## src/rtl/spi_bubble_buffer_loader.sv

```systemverilog
// Loads bubble buffer entries from SPI NOR flash (READ 0x03, mode 0) on a falling load request; ~4*SCK_HALF cycles per entry pair.
// No backpressure: the buffer write port is fire-and-forget, and a raised load signal aborts the transfer on the next edge.
module spi_bubble_buffer_loader #(
  parameter int          SCK_HALF         = 2,
  parameter logic [23:0] BOOTLOADER_BASE  = 24'h000000,
  parameter logic [23:0] PAGE_BASE        = 24'h000200,
  parameter int          PAGE_BYTES       = 128,
  parameter int          BOOTLOADER_BYTES = 480
) (
  input  logic        master_clock,
  input  logic        reset,
  input  logic        bubble_module_enable,
  input  logic        load_page,
  input  logic        load_bootloader,
  input  logic [10:0] page_number,
  output logic        spi_cs_n,
  output logic        spi_sck,
  output logic        spi_mosi,
  input  logic        spi_miso,
  output logic [10:0] bubble_buffer_write_address,
  output logic [1:0]  bubble_buffer_write_data_input,
  output logic        bubble_buffer_write_enable,
  output logic        bubble_buffer_write_clock,
  output logic        loader_busy
);

  typedef enum logic [2:0] {IDLE, START, CMD, ADDR, DATA, FINISH, DONE} state_t;

  typedef struct packed {
    logic        is_boot;
    logic [11:0] pairs;
  } load_req_t;

  localparam logic [7:0]  RISE_AT    = 8'(SCK_HALF - 1);
  localparam logic [7:0]  BIT_END    = 8'(2 * SCK_HALF - 1);
  localparam logic [11:0] PAGE_PAIRS = 12'(PAGE_BYTES * 4);
  localparam logic [11:0] BOOT_PAIRS = 12'(BOOTLOADER_BYTES * 4);

  state_t      state;
  load_req_t   req;
  logic        load_page_q;
  logic        load_bootloader_q;
  logic [31:0] shift_q;
  logic [7:0]  phase_q;
  logic [4:0]  bit_cnt_q;
  logic [11:0] pair_cnt_q;
  logic        half_q;
  logic        first_bit_q;
  logic [1:0]  wr_phase_q;

  logic        page_fall;
  logic        boot_fall;
  logic        active_high;
  logic        in_load;
  logic        sck_rise;
  logic        bit_end;
  logic [23:0] page_addr;

  assign page_fall   = load_page_q & ~load_page;
  assign boot_fall   = load_bootloader_q & ~load_bootloader;
  assign active_high = req.is_boot ? load_bootloader : load_page;
  assign in_load     = state inside {START, CMD, ADDR, DATA, FINISH};
  assign sck_rise    = (phase_q == RISE_AT);
  assign bit_end     = (phase_q == BIT_END);
  assign page_addr   = PAGE_BASE + 24'(page_number) * 24'(PAGE_BYTES);

  always_ff @(posedge master_clock) begin
    if (reset) begin
      state                          <= IDLE;
      req                            <= '0;
      load_page_q                    <= 1'b1;
      load_bootloader_q              <= 1'b1;
      shift_q                        <= '0;
      phase_q                        <= '0;
      bit_cnt_q                      <= '0;
      pair_cnt_q                     <= '0;
      half_q                         <= 1'b0;
      first_bit_q                    <= 1'b0;
      wr_phase_q                     <= '0;
      spi_cs_n                       <= 1'b1;
      spi_sck                        <= 1'b0;
      spi_mosi                       <= 1'b0;
      bubble_buffer_write_address    <= '0;
      bubble_buffer_write_data_input <= '0;
      bubble_buffer_write_enable     <= 1'b1;
      bubble_buffer_write_clock      <= 1'b0;
      loader_busy                    <= 1'b0;
    end else begin
      load_page_q       <= load_page;
      load_bootloader_q <= load_bootloader;

      if (in_load && active_high) begin
        state                      <= IDLE;
        wr_phase_q                 <= '0;
        spi_cs_n                   <= 1'b1;
        spi_sck                    <= 1'b0;
        bubble_buffer_write_enable <= 1'b1;
        bubble_buffer_write_clock  <= 1'b0;
        loader_busy                <= 1'b0;
      end else begin
        // Buffer write strobe runs in the background while SCK keeps toggling.
        case (wr_phase_q)
          2'd1: begin
            bubble_buffer_write_clock <= 1'b1;
            wr_phase_q                <= 2'd2;
          end
          2'd2: begin
            bubble_buffer_write_clock   <= 1'b0;
            bubble_buffer_write_enable  <= 1'b1;
            bubble_buffer_write_address <= bubble_buffer_write_address + 11'd1;
            wr_phase_q                  <= 2'd0;
          end
          default: ;
        endcase

        if (state inside {CMD, ADDR, DATA, FINISH}) begin
          phase_q <= bit_end ? 8'd0 : phase_q + 8'd1;
          if (sck_rise && state != FINISH) spi_sck <= 1'b1;
          if (bit_end) spi_sck <= 1'b0;
        end

        case (state)
          IDLE: begin
            if (!bubble_module_enable && (boot_fall || page_fall)) begin
              req.is_boot                 <= boot_fall;
              req.pairs                   <= boot_fall ? BOOT_PAIRS : PAGE_PAIRS;
              shift_q                     <= {8'h03, boot_fall ? BOOTLOADER_BASE : page_addr};
              bubble_buffer_write_address <= '0;
              loader_busy                 <= 1'b1;
              state                       <= START;
            end
          end
          START: begin
            spi_cs_n  <= 1'b0;
            spi_mosi  <= shift_q[31];
            shift_q   <= shift_q << 1;
            phase_q   <= '0;
            bit_cnt_q <= '0;
            state     <= CMD;
          end
          CMD, ADDR: begin
            if (bit_end) begin
              bit_cnt_q <= bit_cnt_q + 5'd1;
              if (bit_cnt_q == 5'd7) state <= ADDR;
              if (bit_cnt_q == 5'd31) begin
                state      <= DATA;
                spi_mosi   <= 1'b0;
                half_q     <= 1'b0;
                pair_cnt_q <= '0;
              end else begin
                spi_mosi <= shift_q[31];
                shift_q  <= shift_q << 1;
              end
            end
          end
          DATA: begin
            if (sck_rise) begin
              if (!half_q) begin
                first_bit_q <= spi_miso;
                half_q      <= 1'b1;
              end else begin
                half_q                         <= 1'b0;
                bubble_buffer_write_data_input <= {first_bit_q, spi_miso};
                bubble_buffer_write_enable     <= 1'b0;
                wr_phase_q                     <= 2'd1;
                pair_cnt_q                     <= pair_cnt_q + 12'd1;
                if (pair_cnt_q == req.pairs - 12'd1) state <= FINISH;
              end
            end
          end
          FINISH: begin
            // Chip select stays low until the final buffer write has retired.
            if (wr_phase_q == 2'd0) begin
              spi_cs_n    <= 1'b1;
              spi_sck     <= 1'b0;
              loader_busy <= 1'b0;
              state       <= DONE;
            end
          end
          DONE: begin
            if (active_high) state <= IDLE;
          end
          default: state <= IDLE;
        endcase
      end
    end
  end

endmodule

```

## config.mk

```make
export PLATFORM = sky130hd
export DESIGN_NAME = spi_bubble_buffer_loader
export DESIGN_NICKNAME = d
export VERILOG_FILES = /design/src/rtl/spi_bubble_buffer_loader.sv
export SDC_FILE = /design/constraint.sdc
export NUM_CORES = 1
export LEC_CHECK = 0
export CAP_MARGIN = 0
export CELL_PAD_IN_SITES_DETAIL_PLACEMENT = 0
export CELL_PAD_IN_SITES_GLOBAL_PLACEMENT = 1
export CORE_MARGIN = 2
export CORE_UTILIZATION = 40
export CTS_BUF_LIST = sky130_fd_sc_hd__clkbuf_4
export DETAILED_ROUTE_END_ITERATION = 6
export GPL_TIMING_DRIVEN = 0
export PLACE_DENSITY = 0.78
export SYNTH_ARGS = -nofsm -noshare
export SYNTH_HDL_FRONTEND = slang
export SYNTH_SLANG_ARGS = --single-unit
```

## constraint.sdc

```tcl
create_clock -name master_clock -period 4.7 [get_ports master_clock]
set_clock_uncertainty 0.05 [all_clocks]
set_input_delay 0.47 -clock master_clock [delete_from_list [all_inputs] [get_ports master_clock]]
set_output_delay 0.47 -clock master_clock [all_outputs]
set_load 0.05 [all_outputs]
```

# --- After elaboration in Yosys (flattened, before gate mapping) ---
# Index checks and enable logic that the tools add are counted.
word_totals:
  register_bits: 98
  latch_bits: 0
  ram_bits: 0
  rom_bits: 0
  inputBits: 17
  elab_cells: 142
  memories: 0
classes:
  n_addsub: 6
  mul: 0
  n_div: 0
  order_cmp: 0
  eq_ne: 24
  shifts: 0
  n_mux: 57
  bitwise_logic: 6
  n_reduce_logical: 29
ops:
  columns: ["operator", "count"]
  rows:
  - ["$mux 32", 3]
  - ["$pmux 32 s3", 1]
  - ["$mux 12", 4]
  - ["$mux 11", 4]
  - ["$mux 3", 9]
  - ["$mux 8", 3]
  - ["$pmux 12 s2", 1]
  - ["$add 10x18->19 const A", 1]
  - ["$mux 1", 19]
  - ["$mux 19", 1]
  - ["$pmux 3 s6", 1]
  - ["$ne 2x2->1 const B", 7]
  - ["$add 12x1->12 const B", 1]
  - ["$eq 12x12->1", 1]
  - ["$reduce_bool 2->1", 6]
  - ["$sub 12x1->12 const B", 1]
  - ["$add 11x1->11 const B", 1]
  - ["$pmux 1 s2", 5]
  - ["$pmux 5 s2", 1]
  - ["$reduce_and 5->1", 2]
  - ["$eq 3x3->1 const B", 3]
  - ["$reduce_and 3->1", 3]
  - ["$add 8x1->8 const B", 1]
  - ["$eq 8x1->1 const B", 1]
  - ["28 further kinds", 42]

# --- Longest topological paths before layout ---
# Gate-level depths: netlist of the first run.
depth:
  depth_word: 7
  ltp_mapped: 9
  mapped_depth_nobuf: 8

# --- Worst setup path after synthesis of the first run ---
# OpenSTA, ideal clock, no wires.
synth_timing:
  path_kind: "flip-flop to flip-flop"
  start: "reg bit_cnt_q[0]"
  end: "reg pair_cnt_q[9]"
  t_arrival_ns: 2.097
  required_time_ns: 4.579
  path_slack_ns: 2.482
  stages_incl_launch_ff: 9
  synth_period_minus_slack_ns: 2.218
  path_cell_list: "dfxtp_1 > ha_1 > and3_1 > ha_1 > and2_1 > a32oi_1 > or4_4 > or3_1 > a21oi_1"
synth_via:
  elab_chain_len: 3
synth_lines:
  columns: ["item", "line_no", "source"]
  rows:
  - ["from (decl)", "45", "logic [4:0] bit_cnt_q;"]
  - ["from (signal assigned)", "143", "bit_cnt_q <= bit_cnt_q + 5'd1;"]
  - ["$eq 5x5->1", "145", "if (bit_cnt_q == 5'd31) begin"]
  - ["$ne 2x2->1 (no source line)", null, null]
  - ["$reduce_and 6->1 (no source line)", null, null]
  - ["to (signal assigned)", "166", "pair_cnt_q <= pair_cnt_q + 12'd1;"]
  - ["to (decl)", "46", "logic [11:0] pair_cnt_q;"]
# No other way between the ends.
# A chain may end at the register's enable or synchronous reset.

# --- Worst setup path in the final report of the first run ---
layout_timing:
  start: "reg state[2]"
  end: "reg shift_q[22]"
layout_via:
  elab_chain_len: 5
layout_lines:
  columns: ["item", "line_no", "source"]
  rows:
  - ["from (decl)", "39", "state_t state;"]
  - ["from (signal assigned)", "69", "state <= IDLE;"]
  - ["from (signal assigned)", "93", "state <= IDLE;"]
  - ["from (signal assigned)", "130", "state <= START;"]
  - ["$eq 3x1->1 (tied with other cells)", "62, 122", null]
  - ["$reduce_bool 5->1", "62", "assign in_load = state inside {START, CMD, ADDR, DATA, FINISH};"]
  - ["$logic_and 1x1->1", "92", "if (in_load && active_high) begin"]
  - ["$not 1->1 (no source line)", null, null]
  - ["$reduce_and 5->1 (no source line)", null, null]
  - ["to (signal assigned)", "127", "shift_q <= {8'h03, boot_fall ? BOOTLOADER_BASE : page_addr};"]
  - ["to (signal assigned)", "136", "shift_q <= shift_q << 1;"]
  - ["to (signal assigned)", "152", "shift_q <= shift_q << 1;"]
  - ["to (decl)", "43", "logic [31:0] shift_q;"]
# Parallel ways exist; a longest one is shown, timed or not.

==> metrics.md, run 1 <==
| Metric | Value |
|---|---|
| Top cells by area, synth | dfxtp_1 40%, nor2_1 6.7%, xnor2_1 5.7% |
| Mapped Cells | 466 |
| Cts repair resizes | 0 |
| Number of setup buffers added after CTS | 0 |
| R2r worst-path depth | 9 |
| Clock latency on the worst-skew pair | ~0.44 ns |
| Synthesis-stage register bit count | 80 |
| Hold depth | 2 |
| FP Rows | 36 |
| CP Cell Sequence | buf_4, inv_1, ha_1, nor2b_1, a32oi_1, a211oi_2, buf_2, nand3_1, a21oi_1 |
| Worst hold path type | flip-flop to flip-flop |
| Number of synthesized flops with an enable pin | 0 |
| Worst vdd ir | 0.170 mV |
| Post-DP HPWL | ~6.6 mm |
| Post-layout nets | 545 |
| Combinational share of power | 39.2% |
| Seq pwr share | 41.6% |
| WL final | ~9.0 mm |
| Yosys warns | 0 |
| Syn avg cell area | 8.58 um^2 |
| FF-to-FF End | shift_q[22] |
| CTS buffer count | 9 |
| GP Congestion | between 0.8 and 0.9 |
| CTS Hold Bufs | 0 |
| Clock buffer depth | 2 |
| Syn nets | 500 |
| DIE AREA | ~11,000 um^2 |
| Overall Power | 1.89 mW |
| DRT iter0 DRCs | 128 |
| Count leader, synth | dfxtp_1 |
| Final setup violating endpoints | 0 |
| FF-to-FF setup slack | between 2 and 2.5 ns |
| Fill cells | 998 |
| Worst r2r src | state[2] |
| Slowest stage delay, CP | 0.55 ns |
| CTS tree | yes |
| Clock share of power | approximately 19% |
| Power Internal | 1.11 mW |
| Area of the multi-input gates | approximately 2200 um^2 |
| Measured slew at the worst slew-check pin | 1.22 ns |
| Core ar. | 9730 um^2 |
| Sequential fraction of the synthesis area | 40.0% |
| Final worst-path cycle share | 56.8% |
| Number of global-route vias before repair | roughly 3,300 |
| Sequential cell area | 1600 um^2 |
| CTS sink cnt | 80 |
| CP max stage cell | a211oi_2 |
| Total track usage | between 15 and 20% |
| Most frequent cells after synthesis | 80 x dfxtp_1, 71 x nor2_1, 30 x nand2_1 |
| Min cycle time layout | 2.67 ns |
| Avg Vias per Cell | 5.20 |
| Slew Limit Fails | 0 |
| Slew margin rel. | 17.8% |
| Final Hold Vio Count | 0 |
| Worst Hold Path EP | shift_q[26] |
| Initial antenna violation count | 0 |
| Post-synth top flop | dfxtp_1 |
| Max Cap Viol | 0 |
| Cell taking the most area after synthesis | dfxtp_1 |
| Worst Setup Start Kind | flip-flop |
| Residual DRC | 0 |
| Crit path kind | flip-flop to flip-flop |
| Die width | roughly 100 um |
| DRT antenna net count | 0 |
| Post-synth top area share | 40.0% |
| Worst Hold Launch | shift_q[26] |
| Port Buffers | 34 |
| P_sw | ~780 uW |
| Delay-heaviest family, CP | compound AO/OA/AOI/OAI gates |
| Largest net degree at the start of global routing | 15 |
| Worst endpoint required time | approximately 5 ns |
| GR Overflow Total | 0 |
| Die Span Y | 104 um |
| Boundary Pins | 36 |
| Switching portion of total power | 41.4% |
| RSZ-0062 raised after global routing | false |
| Fmax | roughly 370 MHz |
| Mapped Area | 4000 um^2 |
| Global-route wire length before repair | 15.3 mm |
| Critical path arrival | 3.00 ns |
| Initial Util | between 40% and 50% |
| Pwr Density | 409 nW/um^2 |
| Fraction of layout cells with a size suffix above 1 | roughly 6.6% |
| Lkg Pwr | 1.62 nW |
| Max FO, Critical Path | 10 |
| Vias | 3,373 |
| Drt wl/cell | 13.9 um |
| Clock Root Buffer | clkbuf_4 |
| Critical path buffers and inverters | 3 |
| H-tree depth | 3 |
| Diodes inserted | 0 |
| Crit end category | flip-flop |
| Post-synth ARST share | 0% |
| Area growth syn-to-layout | 15.5% |
| Clk slew on worst S/H paths | 0.14 ns |
| Status | finished clean |
| Fin Setup TNS | 0 ns |
| Synth unique cells | between 50 and 60 |
| TritonRoute pass-1 iters | 4 |
worst max path at each step:
stage / from / end / slack (ns) / cells past startpoint
floorplan: bit_cnt_q[0] / pair_cnt_q[9] / 2.48 / 8
global placement: load_bootloader / shift_q[22] / 1.76 / 7
detailed placement: load_bootloader / shift_q[29] / 1.69 / 7
CTS: bit_cnt_q[0] / shift_q[29] / 2.02 / 9
global route: state[2] / shift_q[29] / 1.83 / 9
finish: state[2] / shift_q[22] / 2.03 / 9
cell type report:
class | count | area share (%)
multi-input combinational | 347 | 48.6
sequential | 80 | 34.7
timing repair buffer | 34 | 7.37
tap | 133 | 3.60
buffer | 22 | 1.98
clock buffer | 9 | 1.46
inverter | 17 | 1.38
clock inverter | 7 | 0.975
through the flow:
step                setup slack, ns  std cells  area [um^2]  hold WS [ns]  utilization, %
finish                         2.03        649         4620         0.410            47.5
global route                   1.83        649         4620         0.438            47.5
CTS                            2.02        649         4620         0.412            47.5
detailed placement             1.69        633         4510         0.395            46.3
global placement               1.76        633         4510         0.391            46.3
floorplan                      2.48        466         4000         0.382               -
sequential cells by signal, summed over array words and instances, names as in the netlist:
register	cells
bubble_buffer_write_address	11
shift_q	25
wr_phase_q	2
first_bit_q	1
phase_q	8
load_bootloader_q	1
bubble_buffer_write_clock	1
loader_busy	1
spi_sck	1
state	3
req	2
half_q	1
load_page_q	1
bubble_buffer_write_enable	1
spi_cs_n	1
spi_mosi	1
bubble_buffer_write_data_input	2
bit_cnt_q	5
pair_cnt_q	12
worst min-delay path, cell delays in order (launching register included):
cell and delay [ns]:
dfxtp_1 0.33, nand2_1 0.05, a21oi_1 0.05
cell usage in the layout (no fill, tap or decap), types with 3 or more instances in the layout:
master	instances
o21bai_1	3
nand3_1	22
nor3_1	19
a31oi_1	3
inv_1	17
clkinv_2	3
nor4_1	9
dfxtp_1	80
nor4b_1	4
xnor2_1	26
clkbuf_1	16
o21ai_0	9
or3_1	5
nand2_1	30
nor2_1	71
a221oi_1	11
clkbuf_4	9
nor2b_1	6
or2_2	3
and3_1	6
xor2_1	13
mux2i_1	10
clkdlybuf4s50_1	34
buf_2	4
and2_1	11
and4_1	3
a21oi_1	24
ha_1	17
nand4_1	7
nor3b_1	3
logic make-up (layout without fill, tap and decap cells):
| family | after synthesis | after routing | synth area share, % |
|---|---|---|---|
| fa+ha+maj | 17 | 17 | 5.32 |
| buf+inv | 39 | 89 | 3.88 |
| xor+xnor | 39 | 39 | 8.54 |
| compound gates | 70 | 70 | 12.1 |
| simple gates | 210 | 210 | 27.3 |
| mux | 11 | 11 | 2.78 |
| flops | 80 | 80 | 40.0 |
power groups by stage:
stage	clock, mW	combinational, mW	sequential [mW]
2_1_floorplan	0	0.531	0.815
3_3_place_gp	0	0.733	0.798
3_5_place_dp	0	0.740	0.800
4_1_cts	0.381	0.743	0.785
5_1_grt	0.410	0.834	0.794
6_report	0.364	0.740	0.785
layer usage:
layer | vias up | global-route usage, % | share of wire, %
met3 | 11 | 2.51 | 3.6
met4 | 0 | 8.11 | 1.5
met2 | 55 | 28.2 | 46
met5 | - | 0 | 0
met1 | 1572 | 22.5 | 48
li1 | 1735 | - | -
Note: power is estimated with default switching activity, not from simulation.
==> inputs of run 2 (changes only) <==
Clock period 4.7 ns to 2.5 ns, I/O delays scaled along.
==> metrics.md, run 2 (same netlist as run 1, synthesis figures left out) <==
| Metric | Value |
|---|---|
| Measured slew at the worst slew-check pin | 0.803 ns (-0.415 ns) |
| Post-DP HPWL | 6.60 mm (unchanged) |
| Residual DRC | 0 (unchanged) |
| Max Cap Viol | 0 (unchanged) |
| Port Buffers | 34 (unchanged) |
| Initial Util | 41.1% (unchanged) |
| Worst Setup Start Kind | flip-flop |
| Worst hold path type | primary input to flip-flop |
| Post-Place Cells | 633 (unchanged) |
| WL final | 9.10 mm (+0.91%) |
| Avg Vias per Cell | 5.21 (+0.33%) |
| Placed Instance Area | 4510 um^2 (unchanged) |
| Highest metal used | met4 |
| Commonest non-fill, non-tap cells in the layout | 77 x dfxtp_1, 71 x nor2_1, 34 x clkdlybuf4s50_1 |
| Global-route wire length before repair | 15.3 mm (about the same) |
| Metal-1 WL | 4.39 mm (+0.60%) |
| Total track usage | 17.3% (+0.018 points) |
| Die width | 104 um (unchanged) |
| Number of global-route vias before repair | 3,296 (+0.49%) |
| Clock buffer depth | 2 (unchanged) |
| Fill cells | 988 (-1.0%) |
| Overall Power | 3.67 mW (+94%) |
| DIE AREA | 10,800 um^2 (unchanged) |
| DRT iter0 DRCs | 150 (+17%) |
| Worst vdd ir | 0.325 mV (+91%) |
| Worst r2r src | bit_cnt_q[0] |
| Die Span Y | 104 um (unchanged) |
| CTS sink cnt | 80 (unchanged) |
| Final Hold Vio Count | 0 (unchanged) |
| Core ar. | 9730 um^2 (unchanged) |
| Clock Root Buffer | clkbuf_4 |
| Max reg flops | 25 (unchanged) |
| Pwr Density | 776 nW/um^2 (+90%) |
| Vias | 3,405 (+0.95%) |
| Critical path endpoint | pair_cnt_q[9] |
| Finished Cell Area | 4730 um^2 (+2.4%) |
| Worst endpoint required time | 2.83 ns (-2.19 ns) |
| CTS tree | yes |
| Fraction of layout cells with a size suffix above 1 | 10.6% (+4.0 points) |
| Fin Setup TNS | 0 ns (unchanged) |
| Fmax | 415 MHz (+11%) |
| Area growth syn-to-layout | 18.3% |
| Lkg Pwr | 1.67 nW (+3.0%) |
| Status | finished clean |
| RSZ-0062 raised after global routing | true |
| DRT antenna net count | 0 (unchanged) |
| Setup crit start | bit_cnt_q[0] |
| Met3 wire len | 323 um (unchanged) |
| Critical path arrival | 2.74 ns (-0.26 ns) |
| Largest net degree at the start of global routing | 15 (unchanged) |
| GP Congestion | 0.830 (unchanged) |
| TritonRoute pass-1 iters | 5 (+1) |
| Met2 WL | 4.25 mm (+1.3%) |
| H-tree depth | 3 (unchanged) |
| Max FO, Critical Path | 5 (-5) |
| R2r worst-path depth | 8 (-1) |
| Crit end category | flip-flop |
| CTS Hold Bufs | 0 (unchanged) |
| GR Overflow Total | 0 (unchanged) |
| Hold depth | 2 (unchanged) |
| Drt wl/cell | 13.9 um (+0.29%) |
| CTS buffer count | 9 (unchanged) |
| FF-to-FF End | pair_cnt_q[9] |
| Final setup violating endpoints | 0 (unchanged) |
| Regs by FF count | shift_q (25), pair_cnt_q (12), bubble_buffer_write_address (11) |
| Layout Cells excl Fill | 653 (+0.62%) |
| Most common library cell in the layout ignoring fill and taps | dfxtp_1 |
| Clk slew on worst S/H paths | 0.14 ns (about the same) |
| Initial antenna violation count | 0 (unchanged) |
| Post-layout nets | 549 (+0.73%) |
| Slew Limit Fails | 0 (unchanged) |
| FF-to-FF setup slack | 0.09 ns (-1.94 ns) |
| Reg with most FFs | shift_q |
| Boundary Pins | 36 (unchanged) |
| FP Rows | 36 (unchanged) |
| Clock latency on the worst-skew pair | 0.44 ns (about the same) |
| Slew margin rel. | 45.6% (+28 points) |
| Final worst-path cycle share | 96.4% (+40 points) |
| Min cycle time layout | 2.41 ns (-0.262 ns) |
| Crit path kind | flip-flop to flip-flop |
| Diodes inserted | 0 (unchanged) |
## run 2: critical path, cell delays in order (launching register included)
cell	delay, ns
dfxtp_2	0.39
ha_1	0.18
and3_1	0.17
ha_2	0.20
and2_4	0.18
a32oi_2	0.15
or4_4	0.59
or3_1	0.33
a21oi_1	0.14
## run 2: how the worst min path moves through the flow
stage               startpoint                end  slack (ns)
2_1_floorplan  load_bootloader  load_bootloader_q        0.31
3_3_place_gp       shift_q[29]        shift_q[29]        0.39
3_5_place_dp       shift_q[26]        shift_q[26]        0.39
4_1_cts                  reset             half_q        0.25
5_1_grt                  reset             half_q        0.31
6_report                 reset             half_q        0.29
## run 2: cell type report
cell class | count | area [um^2] | share of cell area [%]
Multi-Input combinational cell | 347 | 2320 | 48.9
Sequential cell | 80 | 1610 | 33.9
Timing Repair Buffer | 39 | 378 | 7.99
Tap cell | 133 | 166 | 3.52
Buffer | 21 | 90.1 | 1.90
Clock buffer | 9 | 67.6 | 1.43
Inverter | 17 | 63.8 | 1.35
Clock inverter | 7 | 45.0 | 0.952
## run 2: what timing repair did
action,in CTS,in global routing
resized for setup,6,15
setup buffers,3,2
pin swaps,1,1
setup endpoints to repair,22,47
## run 2: power by group
group          switching [mW]  total [mW]  internal, mW
registers              0.0785        1.48          1.40
clock network           0.478       0.683         0.205
logic                   0.957        1.51         0.551
## run 2: per-stage QoR
step	utilization (%)	worst slack, ns	hold slack (ns)
3_3_place_gp	46.3	-0.222	0.391
2_1_floorplan	-	0.282	0.307
5_1_grt	48.6	-0.0252	0.311
4_1_cts	47.9	0.0246	0.250
3_5_place_dp	46.3	-0.290	0.395
6_report	48.6	0.0907	0.289
## run 2: layer usage
metal / global-route usage, % / vias up
li1: - / 1748
met1: 22.4 / 1588
met2: 28.4 / 59
met3: 2.51 / 10
met4: 8.11 / 0
met5: 0 / -
==> inputs of run 3 (changes only) <==
Clock period 2.5 ns to 2.6 ns, I/O delays scaled along.
==> metrics.md, run 3 (same netlist as run 1, synthesis figures left out) <==
| Metric | Value |
|---|---|
| Boundary Pins | 36 (unchanged) |
| Lkg Pwr | 1.65 nW (-0.92%) |
| CTS buffer count | 9 (unchanged) |
| Combinational share of power | 40.8% (-0.3 points) |
| GR Overflow Total | 0 (unchanged) |
| Clk slew on worst S/H paths | 0.14 ns (about the same) |
| Measured slew at the worst slew-check pin | 1.19 ns (+0.385 ns) |
| Placed Instance Area | 4510 um^2 (unchanged) |
| GP Congestion | 0.830 (unchanged) |
| Worst vdd ir | 0.311 mV (-4.3%) |
| R2r worst-path depth | 9 (+1) |
| Final setup violating endpoints | 0 (unchanged) |
| Most common library cell in the layout ignoring fill and taps | dfxtp_1 |
| Max reg flops | 25 (unchanged) |
| Slew Limit Fails | 0 (unchanged) |
| Worst hold path type | primary input to flip-flop |
| FP Rows | 36 (unchanged) |
| Critical path buffers and inverters | 1 (+1) |
| Delay-heaviest family, CP | compound AO/OA/AOI/OAI gates |
| Number of global-route vias before repair | 3,291 (-0.15%) |
| Core ar. | 9730 um^2 (unchanged) |
| Residual DRC | 0 (unchanged) |
| Status | finished clean |
| WP depth | 9 (+1) |
| Initial Util | 41.1% (unchanged) |
| CTS tree | yes |
| Global-route wire length before repair | 15.3 mm (+0.13%) |
| Drt wl/cell | 13.9 um (about the same) |
| Critical path arrival | 2.80 ns (+0.06 ns) |
| CTS sink cnt | 80 (unchanged) |
| Clock latency on the worst-skew pair | 0.45 ns (about the same) |
| Area of the multi-input gates | 2290 um^2 (-1.3%) |
| H-tree depth | 3 (unchanged) |
| Reg with most FFs | shift_q |
| Layout Cells excl Fill | 652 (-0.15%) |
| Area growth syn-to-layout | 17.2% |
| Regs by FF count | shift_q (25), pair_cnt_q (12), bubble_buffer_write_address (11) |
| Switching portion of total power | 41.4% (+0.15 points) |
| Clock share of power | 18.8% (+0.2 points) |
| Slowest stage delay, CP | 0.44 ns (-0.15 ns) |
| Crit end category | flip-flop |
| Hold depth | 2 (unchanged) |
| Total track usage | 17.3% (unchanged) |
| Worst endpoint required time | 2.93 ns (+0.10 ns) |
| CP max stage cell | a211oi_4 |
| Fraction of layout cells with a size suffix above 1 | 9.25% (-1.3 points) |
| WL final | 9.09 mm (about the same) |
| Initial antenna violation count | 0 (unchanged) |
| Finished Cell Area | 4690 um^2 (-0.90%) |
| TritonRoute pass-1 iters | 4 (-1) |
| Fill cells | 986 (-0.20%) |
| Min cycle time layout | 2.47 ns (+0.0558 ns) |
| Vias | 3,422 (+0.50%) |
| Die width | 104 um (unchanged) |
| DRT iter0 DRCs | 140 (-6.7%) |
| Max Cap Viol | 0 (unchanged) |
| Avg Vias per Cell | 5.25 (+0.65%) |
| Commonest non-fill, non-tap cells in the layout | 78 x dfxtp_1, 71 x nor2_1, 34 x clkdlybuf4s50_1 |
| Die Span Y | 104 um (unchanged) |
| Overall Power | 3.51 mW (-4.3%) |
| Largest net degree at the start of global routing | 15 (unchanged) |
| Sequential cell area | 1600 um^2 (about the same) |
| Post-DP HPWL | 6.60 mm (unchanged) |
| Most common cell type on the critical path | ha_1 |
| P_sw | 1.45 mW (-3.9%) |
| Diodes inserted | 0 (unchanged) |
| Final worst-path cycle share | 94.8% (-1.6 points) |
| CTS Hold Bufs | 0 (unchanged) |
| DRT antenna net count | 0 (unchanged) |
| Slew margin rel. | 19.8% (-26 points) |
| Port Buffers | 34 (unchanged) |
| Post-layout nets | 548 (-0.18%) |
| Fmax | 406 MHz (-2.3%) |
| Worst Setup Start Kind | flip-flop |
| Post-Place Cells | 633 (unchanged) |
| DIE AREA | 10,800 um^2 (unchanged) |
| Power Internal | 2.06 mW (-4.5%) |
| Clock buffer depth | 2 (unchanged) |
| Max FO, Critical Path | 10 (+5) |
| Clock Root Buffer | clkbuf_4 |
| Crit path kind | flip-flop to flip-flop |
| CP Cell Sequence | ha_1, and3_1, ha_1, nor2b_2, a32oi_1, a211oi_4, buf_2, nand3_1, a21oi_1 |
| Seq pwr share | 40.5% (+0.2 points) |
| FF-to-FF setup slack | 0.13 ns (+0.04 ns) |
| Pwr Density | 749 nW/um^2 (-3.4%) |
| Final Hold Vio Count | 0 (unchanged) |
## run 3: power groups by stage
| stage | clock (mW) | combinational, mW | sequential [mW] |
|---|---|---|---|
| finish | 0.659 | 1.43 | 1.42 |
| global route | 0.741 | 1.60 | 1.44 |
| CTS | 0.689 | 1.36 | 1.42 |
| detailed placement | 0 | 1.34 | 1.45 |
| global placement | 0 | 1.33 | 1.44 |
| floorplan | 0 | 0.960 | 1.47 |
## run 3: per-layer routing
layer | vias up | global-route usage, % | share of wire [%]
met5 | - | 0 | 0
li1 | 1743 | - | -
met3 | 13 | 2.51 | 3.9
met2 | 63 | 28.3 | 46
met1 | 1603 | 22.4 | 48
met4 | 0 | 8.11 | 1.9
## run 3: area by class of cell
cell class              count  share of cell area, %
plain buffers              22                   2.00
clock buffers               9                   1.44
clock inverters             7                  0.961
inverters                  17                   1.36
multi-input cells         347                   48.7
flip-flops and latches     80                   34.2
well taps                 133                   3.55
repair buffers             37                   7.74
## run 3: path summary, 6_finish.rpt
| kind | start | endpoint |
|---|---|---|
| worst max register to register | bit_cnt_q[0] | shift_q[22] |
| worst max-delay path | bit_cnt_q[0] | shift_q[22] |
| worst min-delay path | reset | half_q |
| worst min register to register | shift_q[26] | shift_q[26] |
## run 3: metrics by stage
stage / util (%) / setup TNS (ns) / worst slack, ns / hold slack (ns)
floorplan: - / 0 / 0.382 / 0.317
global placement: 46.3 / -1.94 / -0.132 / 0.391
detailed placement: 46.3 / -3.34 / -0.200 / 0.395
CTS: 47.6 / 0 / 0.0134 / 0.260
global route: 48.2 / -0.00365 / -0.00271 / 0.313
finish: 48.2 / 0 / 0.135 / 0.283
## run 3: timing repair
action | CTS | global route
gates resized for setup | 1 | 14
pin swaps | 0 | 1
buffers inserted | 0 | 3
endpoints found under the setup margin | 18 | 39
